**src/rtl/dot_product_unit_pkg.sv**
```systemverilog
// Shared definitions for the streaming dot-product unit.
package dot_product_unit_pkg;

  typedef enum logic [1:0] {
    IDLE  = 2'd0,
    ACCUM = 2'd1,
    DRAIN = 2'd2,
    DONE  = 2'd3
  } dpu_state_e;

  localparam int unsigned DPU_WIDTH     = 16;
  localparam int unsigned DPU_ACC_WIDTH = 40;
  localparam int unsigned DPU_LEN_WIDTH = 8;

endpackage

```
**src/rtl/Accum.sv**
```systemverilog
// Loadable accumulator; adds offset each enabled cycle, wrapping modulo 2^WIDTH.
module Accum #(
  parameter int unsigned WIDTH = 32
) (
  input  logic             clk,
  input  logic             rst,
  input  logic             load,
  input  logic             en,
  input  logic [WIDTH-1:0] d,
  input  logic [WIDTH-1:0] offset,
  output logic [WIDTH-1:0] q
);

  // Running sum: async clear, load wins over add.
  always_ff @(posedge clk or posedge rst) begin
    if (rst) begin
      q <= '0;
    end else if (load) begin
      q <= d;
    end else if (en) begin
      q <= q + offset;
    end
  end

endmodule

```
**src/rtl/Counter.sv**
```systemverilog
// Loadable up/down counter. Load takes priority over count enable.
module Counter #(
  parameter int unsigned WIDTH = 8,
  parameter bit          UP    = 1'b1
) (
  input  logic             clk,
  input  logic             rst,
  input  logic             load,
  input  logic             en,
  input  logic [WIDTH-1:0] d,
  output logic [WIDTH-1:0] q
);

  // Count register: async clear, load, then step in the configured direction.
  always_ff @(posedge clk or posedge rst) begin
    if (rst) begin
      q <= '0;
    end else if (load) begin
      q <= d;
    end else if (en) begin
      if (UP) begin
        q <= q + WIDTH'(1);
      end else begin
        q <= q - WIDTH'(1);
      end
    end
  end

endmodule

```
**src/rtl/dot_product_unit.sv**
```systemverilog
// Streaming signed dot-product engine: accepts length operand pairs over a
// valid/ready stream and presents sum(a*b) on a valid/ready output.
module dot_product_unit
  import dot_product_unit_pkg::*;
#(
  parameter int unsigned WIDTH     = DPU_WIDTH,
  parameter int unsigned ACC_WIDTH = DPU_ACC_WIDTH,
  parameter int unsigned LEN_WIDTH = DPU_LEN_WIDTH
) (
  input  logic                        clock,
  input  logic                        reset,
  input  logic                        start,
  input  logic [LEN_WIDTH-1:0]        length,
  input  logic signed [WIDTH-1:0]     a_data,
  input  logic signed [WIDTH-1:0]     b_data,
  input  logic                        in_valid,
  output logic                        in_ready,
  output logic signed [ACC_WIDTH-1:0] out_data,
  output logic                        out_valid,
  input  logic                        out_ready,
  output logic                        busy
);

  dpu_state_e                  r_state;
  dpu_state_e                  w_state_next;
  logic                        w_load;
  logic                        w_hs;
  logic                        w_last;
  logic [LEN_WIDTH-1:0]        w_count;
  logic signed [2*WIDTH-1:0]   w_mult;
  logic signed [2*WIDTH-1:0]   r_prod;
  logic                        r_prod_valid;
  logic signed [ACC_WIDTH-1:0] w_prod_ext;
  logic [ACC_WIDTH-1:0]        w_sum;

  assign w_load = (r_state == IDLE) && start;
  assign w_hs   = in_valid && (r_state == ACCUM);
  assign w_last = (w_count == LEN_WIDTH'(1));

  // Operands are widened before multiplying so the full signed product is kept.
  assign w_mult     = (2*WIDTH)'(a_data) * (2*WIDTH)'(b_data);
  assign w_prod_ext = ACC_WIDTH'(r_prod);

  Counter #(
    .WIDTH (LEN_WIDTH),
    .UP    (1'b0)
  ) u_counter (
    .clk  (clock),
    .rst  (reset),
    .load (w_load),
    .en   (w_hs),
    .d    (length),
    .q    (w_count)
  );

  Accum #(
    .WIDTH (ACC_WIDTH)
  ) u_accum (
    .clk    (clock),
    .rst    (reset),
    .load   (w_load),
    .en     (r_prod_valid),
    .d      ('0),
    .offset (w_prod_ext),
    .q      (w_sum)
  );

  // Product pipeline stage: captures a*b on each accepted pair.
  always_ff @(posedge clock or posedge reset) begin
    if (reset) begin
      r_prod       <= '0;
      r_prod_valid <= 1'b0;
    end else begin
      if (w_hs) begin
        r_prod <= w_mult;
      end
      r_prod_valid <= w_hs;
    end
  end

  // State register.
  always_ff @(posedge clock or posedge reset) begin
    if (reset) begin
      r_state <= IDLE;
    end else begin
      r_state <= w_state_next;
    end
  end

  // Next-state and output decode.
  always_comb begin
    w_state_next = r_state;
    in_ready     = 1'b0;
    out_valid    = 1'b0;
    out_data     = '0;
    busy         = 1'b1;
    unique case (r_state)
      IDLE: begin
        busy = 1'b0;
        if (start) begin
          w_state_next = (length != '0) ? ACCUM : DONE;
        end
      end
      ACCUM: begin
        in_ready = 1'b1;
        if (w_hs && w_last) begin
          w_state_next = DRAIN;
        end
      end
      DRAIN: begin
        w_state_next = DONE;
      end
      DONE: begin
        out_valid = 1'b1;
        out_data  = w_sum;
        if (out_ready) begin
          w_state_next = IDLE;
        end
      end
      default: begin
        w_state_next = IDLE;
      end
    endcase
  end

endmodule

```
**config.mk**
```make
export PLATFORM = sky130hd
export DESIGN_NAME = dot_product_unit
export DESIGN_NICKNAME = d
export VERILOG_FILES = /design/src/rtl/dot_product_unit_pkg.sv /design/src/rtl/Accum.sv /design/src/rtl/Counter.sv /design/src/rtl/dot_product_unit.sv
export SDC_FILE = /design/constraint.sdc
export NUM_CORES = 1
export LEC_CHECK = 0
export BUFFER_PORTS_ARGS = -buffer_cell sky130_fd_sc_hd__buf_4
export CORE_ASPECT_RATIO = 2
export CORE_MARGIN = 3
export CORE_UTILIZATION = 62
export DETAILED_ROUTE_END_ITERATION = 12
export PLACE_DENSITY_LB_ADDON = 0.12
export SLEW_MARGIN = 25
export SYNTH_ARGS = -nofsm -noshare
export SYNTH_HDL_FRONTEND = slang
export SYNTH_SLANG_ARGS = --single-unit
```
**constraint.sdc**
```tcl
create_clock -name clock -period 9.2 [get_ports clock]
set_input_delay 1.38 -clock clock [delete_from_list [all_inputs] [get_ports clock]]
set_output_delay 1.38 -clock clock [all_outputs]
set_load 0.1 [all_outputs]
```
* Word level (Yosys, flattened, before mapping)
Cells that the tools add are included.
Cells by class: add/sub/neg operators 2, multipliers 1, div/mod/pow operators 0, order comparisons 0, equality and inequality tests 7, shifts and indexed selects 0, mux-type cells 13, bitwise gates (word level) 0, reduce and logical (&&, ||, !) cells 8
Operators with widths (count):
- 2-to-1 mux 40 bit | 3
- adder 40 bit | 1
- multiplier 16 x 16 -> 32 bit | 1
- 2-to-1 mux 8 bit | 2
- equality test 8 x 1 -> 1 bit, second input constant | 1
- 2-to-1 mux 2 bit | 4
- one-hot mux 2 bit (4 select lines) | 1
- nonzero test 8 bit | 1
- subtractor 8 x 1 -> 8 bit, second input constant | 1
- equality test 2 bit, second input constant | 2
- inequality test 2 bit, second input constant | 2
- nonzero test 2 bit | 2
- logical AND 1 bit | 3
- 2-to-1 mux 1 bit | 3
- AND reduction 3 bit | 1
- equality test 2 x 1 -> 1 bit, second input constant | 1
- zero test 2 bit | 1
- inequality test 2 x 1 -> 1 bit, second input constant | 1
Storage, ports and cells: flip-flop bits (word level) 83, bits in latches 0, memory bits (writable) 0, bits in read-only memories 0, input port bits 45, output and inout port bits 43, logic and storage cells 36, memories 0

* Longest topological paths before layout
Gate-level depths: netlist (run 1).
word-level depth 5, gate-level depth with buffers 27, gate-level depth less buffers 26

* Hierarchy
A second synthesis (run 1) with hierarchy kept.
Second synthesis, totals: cells, all modules 1793, area total of the unflattened synthesis 15895.2 um^2
Modules (own cells, without submodules):
- dot_product_unit | times used 1, cells an instance 1283, area an instance 11619.9 um^2, sequential area each 875.8 um^2
- Accum | times used 1, cells an instance 461, area an instance 3832.4 um^2, sequential area each 1001.0 um^2
- Counter | times used 1, cells an instance 49, area an instance 442.9 um^2, sequential area each 200.2 um^2

* Worst setup path after synthesis (run 1)
Ideal clock, no wire load.
kind input -> register, start in a_data[10], end reg r_prod[30], library setup time 0.134 ns, arrival time 7.012 ns, slack 2.055 ns, cell stages on the path 25, cell sequence clkbuf_1 > nand2_1 > fa_1 > fa_1 > inv_1 > fa_1 > inv_1 > fa_1 > inv_1 > fa_1 > inv_1 > fa_1 > inv_1 > ha_1 > and4_1 > and2_1 > a211oi_1 > o211ai_1 > nand2_1 > o211ai_1 > o211a_1 > o21ai_0 > o21ai_0 > xnor2_1 > o21ai_0
On the way: word-level cells in the longest chain between the ends 1
Ends and longest elaborated chain:
- start: declaration | RTL line dot_product_unit.sv:14 | input logic signed [WIDTH-1:0] a_data,
- multiplier 16 x 16 -> 32 bit | RTL line dot_product_unit.sv:41 | assign w_mult = (2*WIDTH)'(a_data) * (2*WIDTH)'(b_data);
- end signal: assignment | RTL line dot_product_unit.sv:75 | r_prod <= w_mult;
- end: declaration | RTL line dot_product_unit.sv:31 | logic signed [2*WIDTH-1:0] r_prod;
No other way between the ends. A chain may end at the register's enable or synchronous reset.

* Worst setup path in the final report (run 1)
start in b_data[4], end reg r_prod[30]
On the way: word-level cells in the longest chain between the ends 1
Ends and longest elaborated chain:
- start: declaration | RTL line dot_product_unit.sv:15 | input logic signed [WIDTH-1:0] b_data,
- multiplier 16 x 16 -> 32 bit | RTL line dot_product_unit.sv:41
No other way between the ends.

==> results of run 1 <==
-- cell families (layout without fill, tap and decap cells) --
logic type,after synthesis,in the layout,synth area share [%]
and+or+nand+nor,535,535,17.1
DFF,83,83,13.6
xor gates and xnor gates,71,71,4.08
muxes,24,24,1.60
adders and majority gates,391,391,45.0
buffers and inverters,379,431,9.33
AOI/OAI and AO/OA,221,221,9.22
-- cell type report --
cell class,instances,area [um2]
sequential,83,2080
clock inverter,4,72.6
tap,287,359
clock buffer,12,256
inverter,324,1220
fill,2053,7600
multi-input combinational,1242,11800
timing repair buffer,91,683
-- cell usage after synthesis (4+ instances only) --
| master | instances |
|---|---|
| mux2i_1 | 21 |
| nand3_1 | 11 |
| xor2_1 | 24 |
| a21o_1 | 21 |
| and3_1 | 7 |
| ha_1 | 128 |
| o21a_1 | 6 |
| a311oi_1 | 5 |
| nand2b_1 | 16 |
| nor2b_1 | 4 |
| and2_1 | 166 |
| o211ai_1 | 6 |
| a21oi_1 | 52 |
| clkbuf_1 | 54 |
| a31oi_1 | 8 |
| nor3_1 | 21 |
| xnor2_1 | 47 |
| fa_1 | 263 |
| a211oi_1 | 15 |
| o21bai_1 | 10 |
| o31ai_1 | 6 |
| inv_1 | 323 |
| o22ai_1 | 4 |
| nor2_1 | 91 |
| nor4_1 | 5 |
| dfrtp_1 | 83 |
| o21ai_0 | 64 |
| nand2_1 | 196 |
-- metrics by stage --
stage | util, % | instances | hold slack, ns | worst slack, ns | cell area [um2]
after detailed placement | 67.0 | 2027 | 0.473 | 1.31 | 16100
after floorplan | - | 1704 | 0.455 | 2.05 | 15200
after global placement | 67.0 | 2027 | 0.470 | 1.48 | 16100
final | 68.3 | 2043 | 0.486 | 1.67 | 16400
after global routing | 68.3 | 2043 | 0.524 | 1.34 | 16400
after CTS | 68.3 | 2043 | 0.488 | 1.68 | 16400
-- worst min-delay path: stages, from the launching register on --
cell,delay (ns)
dfrtp_1,0.34
nand2_1,0.05
o21ai_0,0.06
-- worst paths after layout --
path,start,endpoint,slack (ns),cells past startpoint
setup / recovery,b_data[4],r_prod[30],1.67,26
hold / removal,r_prod[10],r_prod[10],0.49,2
setup reg to reg,u_accum.q[0],u_accum.q[30],5.50,14
hold reg to reg,r_prod[10],r_prod[10],0.49,2
max in group asynchronous,reset,r_prod[2],7.09,3
min in group asynchronous,reset,u_accum.q[33],1.03,2
-- sequential cells by signal, indices dropped and copies added, names as in the netlist --
name and flops:
r_state 2, u_counter.q 8, r_prod_valid 1, u_accum.q 40
r_prod 32
-- placed cells by master, fill, tap and decap left out, types with 3 or more instances in the layout --
cell type  count
inv_1        322
clkbuf_16      9
a311oi_1       5
nand4_1        3
o211ai_1       6
ha_1         127
mux2_2         3
o21bai_1      10
and4_1         3
dfrtp_1       83
a21oi_1       52
fa_1         263
o21ai_1        3
o21ai_0       64
a31oi_1        8
nand2b_1      16
o31ai_1        6
nand2_1      195
and3_1         7
a21o_1        21
and2_1       165
o21a_1         6
xor2_1        24
nand3_1       11
mux2i_1       21
nor4_1         5
buf_4         91
or2_2          3
nor2b_1        4
nor2_1        91
a211oi_1      15
o22ai_1        4
xnor2_1       47
nor3_1        21
-- per-layer routing --
| layer | GRT usage [%] | routed length (um) |
|---|---|---|
| met5 | 0 | 0 |
| met3 | 2.47 | 1180 |
| met1 | 30.1 | 12500 |
| met4 | 17.6 | 2500 |
| met2 | 53.9 | 19900 |
==> impl_metrics.tcl, run 1 <==
set metrics [dict create \
    status "complete, no violations" \
    timing.critical_path.from_type "input port" \
    cp_data_required_time_ns 9.46 \
    maxSlewViolCount 0 \
    cts_buffers 9 \
    rsz0062_at_grt "false" \
    post_cts_buffers 0 \
    grt_max_degree 59 \
    avgSynthCellArea_um2 8.95 \
    synth_top_area_share_pct 34.5 \
    yosys_warnings 0 \
    diodes 0 \
    portBuffers 87 \
    ys_top_cells_by_area "fa_1, dfrtp_1, ha_1, inv_1, and2_1" \
    root_buffer "clkbuf_16" \
    hpwl_um 30300 \
    grt_pass1_wl_um 60000 \
    clockBufferDepth 2 \
    overflow 0 \
    netlist_area_um2 15200 \
    cp_slowest_stage_delay_ns 0.71 \
    die_area_um2 26600 \
    hold_class "flip-flop to flip-flop" \
    die_w_um 117 \
    cp_top_family "adder cells" \
    cap_violations 0 \
    cts.reportedPaths.clkPinSlew_ns 0.06 \
    io-pin-count 88 \
    clock_skew_ns 0.00601 \
    relSlewSlack_pct 44.2 \
    fin_crit_ns 7.53 \
    grt_pass1_vias 12400 \
    post-route-period-util_pct 81.8 \
    htreeDepth 3 \
    clk_latency_ns 0.35 \
    wirelength_um 36000 \
    syn_inst 1704 \
    setup_tns_ns 0 \
    syn-num-nets 2140 \
    synth_top_cell_by_area "fa_1" \
    core_area_um2 24000 \
    endpoint_kind "flip-flop" \
    synth_cell_types 60 \
    tightest_slew_ns 0.832 \
    cts_resized 0 \
    synth-seq-cells 83 \
    drc 0 \
    drt-wirelength-per-cell_um 17.6 \
    ys_seq_area_share_pct 13.6 \
    cts_tree "yes" \
    area_growth_pct 7.69 \
    slowest_stage "a211oi_1" \
    cts_sinks 83 \
    crit_type "input port to flip-flop" \
    routed-via-count 11500 \
    hold_buffers 0 \
    drt_iter0_drc 460 \
    async_reset_ff_share_pct 100 \
    path_max_fanout 16 \
    synth_edf_count 0 \
    drive_above_1_share_pct 7.00 \
    row_count 80 \
    gp_congestion 0.937 \
    dr.pass1.iters 5 \
    critPathArrivalTime_ns 7.79 \
    synth_flop_cell "dfrtp_1" \
    antenna_found_initial 0 \
    initial_core_util_pct 63.5 \
    via_per_inst 5.62 \
    setup_viol 0 \
    crit_buf_inv 7 \
    die_h_um 228 \
    track_usage_pct 29.0 \
    postRouteAntennaNets 0 \
    max_freq_ghz 0.133 \
    hold_viol 0 \
    layout.nets 2187 \
]
Power of run 1 is left out: the tool's default activity adds up to more than one toggle a clock period on the data nets, which glitch-free logic cannot reach.
==> run 2: changes to the inputs <==
==> constraint.sdc (replaced) <==
create_clock -name clock -period 7.2 [get_ports clock]
set_input_delay 1.08 -clock clock [delete_from_list [all_inputs] [get_ports clock]]
set_output_delay 1.08 -clock clock [all_outputs]
set_load 0.1 [all_outputs]
==> run 2 against run 1 <==
Against the previous run: via count rose by 1.8%; clock skew is 0.00077 ns lower; worst hold slack worse by 0.0016 ns; critical path depth is 1 higher; register-to-register slack got worse by 2.1 ns; design area grew 0.94%; highest routed layer unchanged.
==> impl_metrics.tcl, run 2 (same netlist as run 1, synthesis figures left out) <==
set metrics [dict create \
    cp_data_required_time_ns 7.42 \
    cts_buffers 9 \
    postRouteAntennaNets 0 \
    setup_tns_ns 0 \
    endpoint "r_prod[30]" \
    maxSlewViolCount 0 \
    cts_resized 0 \
    hpwl_um 31100 \
    die_w_um 117 \
    max_freq_ghz 0.148 \
    regMostFlops "u_accum.q" \
    gp_congestion 1.01 \
    hold_class "flip-flop to flip-flop" \
    drt-wirelength-per-cell_um 18.1 \
    min-delay-start "r_prod[12]" \
    cts.reportedPaths.clkPinSlew_ns 0.06 \
    layout_common_cells "inv_1, fa_1, nand2_1" \
    area_growth_pct 8.70 \
    clock_skew_ns 0.00524 \
    clk_latency_ns 0.35 \
    grt_max_degree 59 \
    timing.critical_path.from_type "input port" \
    via_per_inst 5.65 \
    rr_worst_depth 14 \
    tightest_slew_ns 0.746 \
    setup_viol 0 \
    worstSetupStartpoint "b_data[4]" \
    antenna_found_initial 0 \
    endpoint_kind "flip-flop" \
    rsz0062_at_grt "false" \
    critPathArrivalTime_ns 6.98 \
    track_usage_pct 30.1 \
    layout_commonest_cell "inv_1" \
    fin_crit_ns 6.77 \
    die_h_um 228 \
    path_max_fanout 10 \
    initial_core_util_pct 63.5 \
    htreeDepth 3 \
    status "complete, no violations" \
    row_count 80 \
    rrSetupSlack_ns 3.37 \
    post-route-period-util_pct 94.0 \
    largest_register_ffs 40 \
    dpl_cell_area_um2 16300 \
    crit_type "input port to flip-flop" \
    die_area_um2 26600 \
    clockBufferDepth 2 \
    cts_sinks 83 \
    io-pin-count 88 \
    wirelength_um 37300 \
    drt_iter0_drc 446 \
    cap_violations 0 \
    core_area_um2 24000 \
    root_buffer "clkbuf_16" \
    cts_tree "yes" \
    portBuffers 87 \
    grt_pass1_wl_um 62900 \
    drive_above_1_share_pct 8.31 \
    hold_viol 0 \
    layout.nets 2211 \
    relSlewSlack_pct 50.2 \
    dr.pass1.iters 4 \
    hold_buffers 0 \
    grt_pass1_vias 12900 \
    largestRegisters "u_accum.q x40, r_prod x32, u_counter.q x8" \
    stdcell_area_um2 16600 \
    routed-via-count 11700 \
    diodes 0 \
    overflow 0 \
    post_cts_buffers 0 \
    rr_startpoint "u_accum.q[0]" \
    drc 0 \
    r2r_end "u_accum.q[30]" \
]
run 2: how the worst min path moves through the flow:
stage	slack (ns)	cells past startpoint	to
2_1_floorplan	0.46	2	r_prod[11]
3_3_place_gp	0.47	2	r_prod[12]
3_5_place_dp	0.48	1	r_prod[24]
4_1_cts	0.49	2	r_prod[12]
5_1_grt	0.52	2	r_prod[12]
6_report	0.48	2	r_prod[12]
run 2: layer usage:
metal,share of wire [%],up-vias,track usage (%)
li1,-,5436,-
met1,35,5818,32.4
met2,55,301,55.5
met3,3.5,128,2.73
met4,6.5,0,17.1
met5,0,-,0
run 2: cell type report:
| cell class | count | area [um2] |
|---|---|---|
| clock buffer | 10 | 239 |
| clock inverter | 6 | 63.8 |
| fill | 2049 | 7450 |
| inverter | 324 | 1220 |
| multi-input combinational | 1242 | 11800 |
| sequential | 83 | 2080 |
| tap | 287 | 359 |
| timing repair buffer | 115 | 863 |
run 2: worst max-delay path, cell delays in order:
cell	delay, ns
buf_4	0.15
buf_4	0.16
and2_1	0.16
fa_1	0.53
inv_1	0.05
fa_1	0.46
fa_1	0.45
fa_1	0.49
inv_1	0.05
fa_1	0.53
inv_1	0.05
fa_1	0.48
inv_1	0.04
ha_1	0.28
buf_4	0.15
a21oi_1	0.12
o21ai_0	0.09
a211oi_1	0.32
buf_4	0.21
o211ai_1	0.12
nand2_1	0.12
o211ai_1	0.11
o211a_1	0.13
o21ai_0	0.23
o21ai_0	0.17
xnor2_1	0.15
o21ai_0	0.08
run 2: per-stage QoR:
stage | hold WS [ns] | cells | util [%] | setup slack, ns
after floorplan | 0.455 | 1704 | - | 0.355
after global placement | 0.470 | 2051 | 67.7 | 0.196
after detailed placement | 0.476 | 2051 | 67.7 | 0.0682
after CTS | 0.490 | 2067 | 69.0 | 0.436
after global routing | 0.518 | 2067 | 69.0 | 0.0530
final | 0.484 | 2067 | 69.0 | 0.432
Power of run 2 is left out for the same reason.
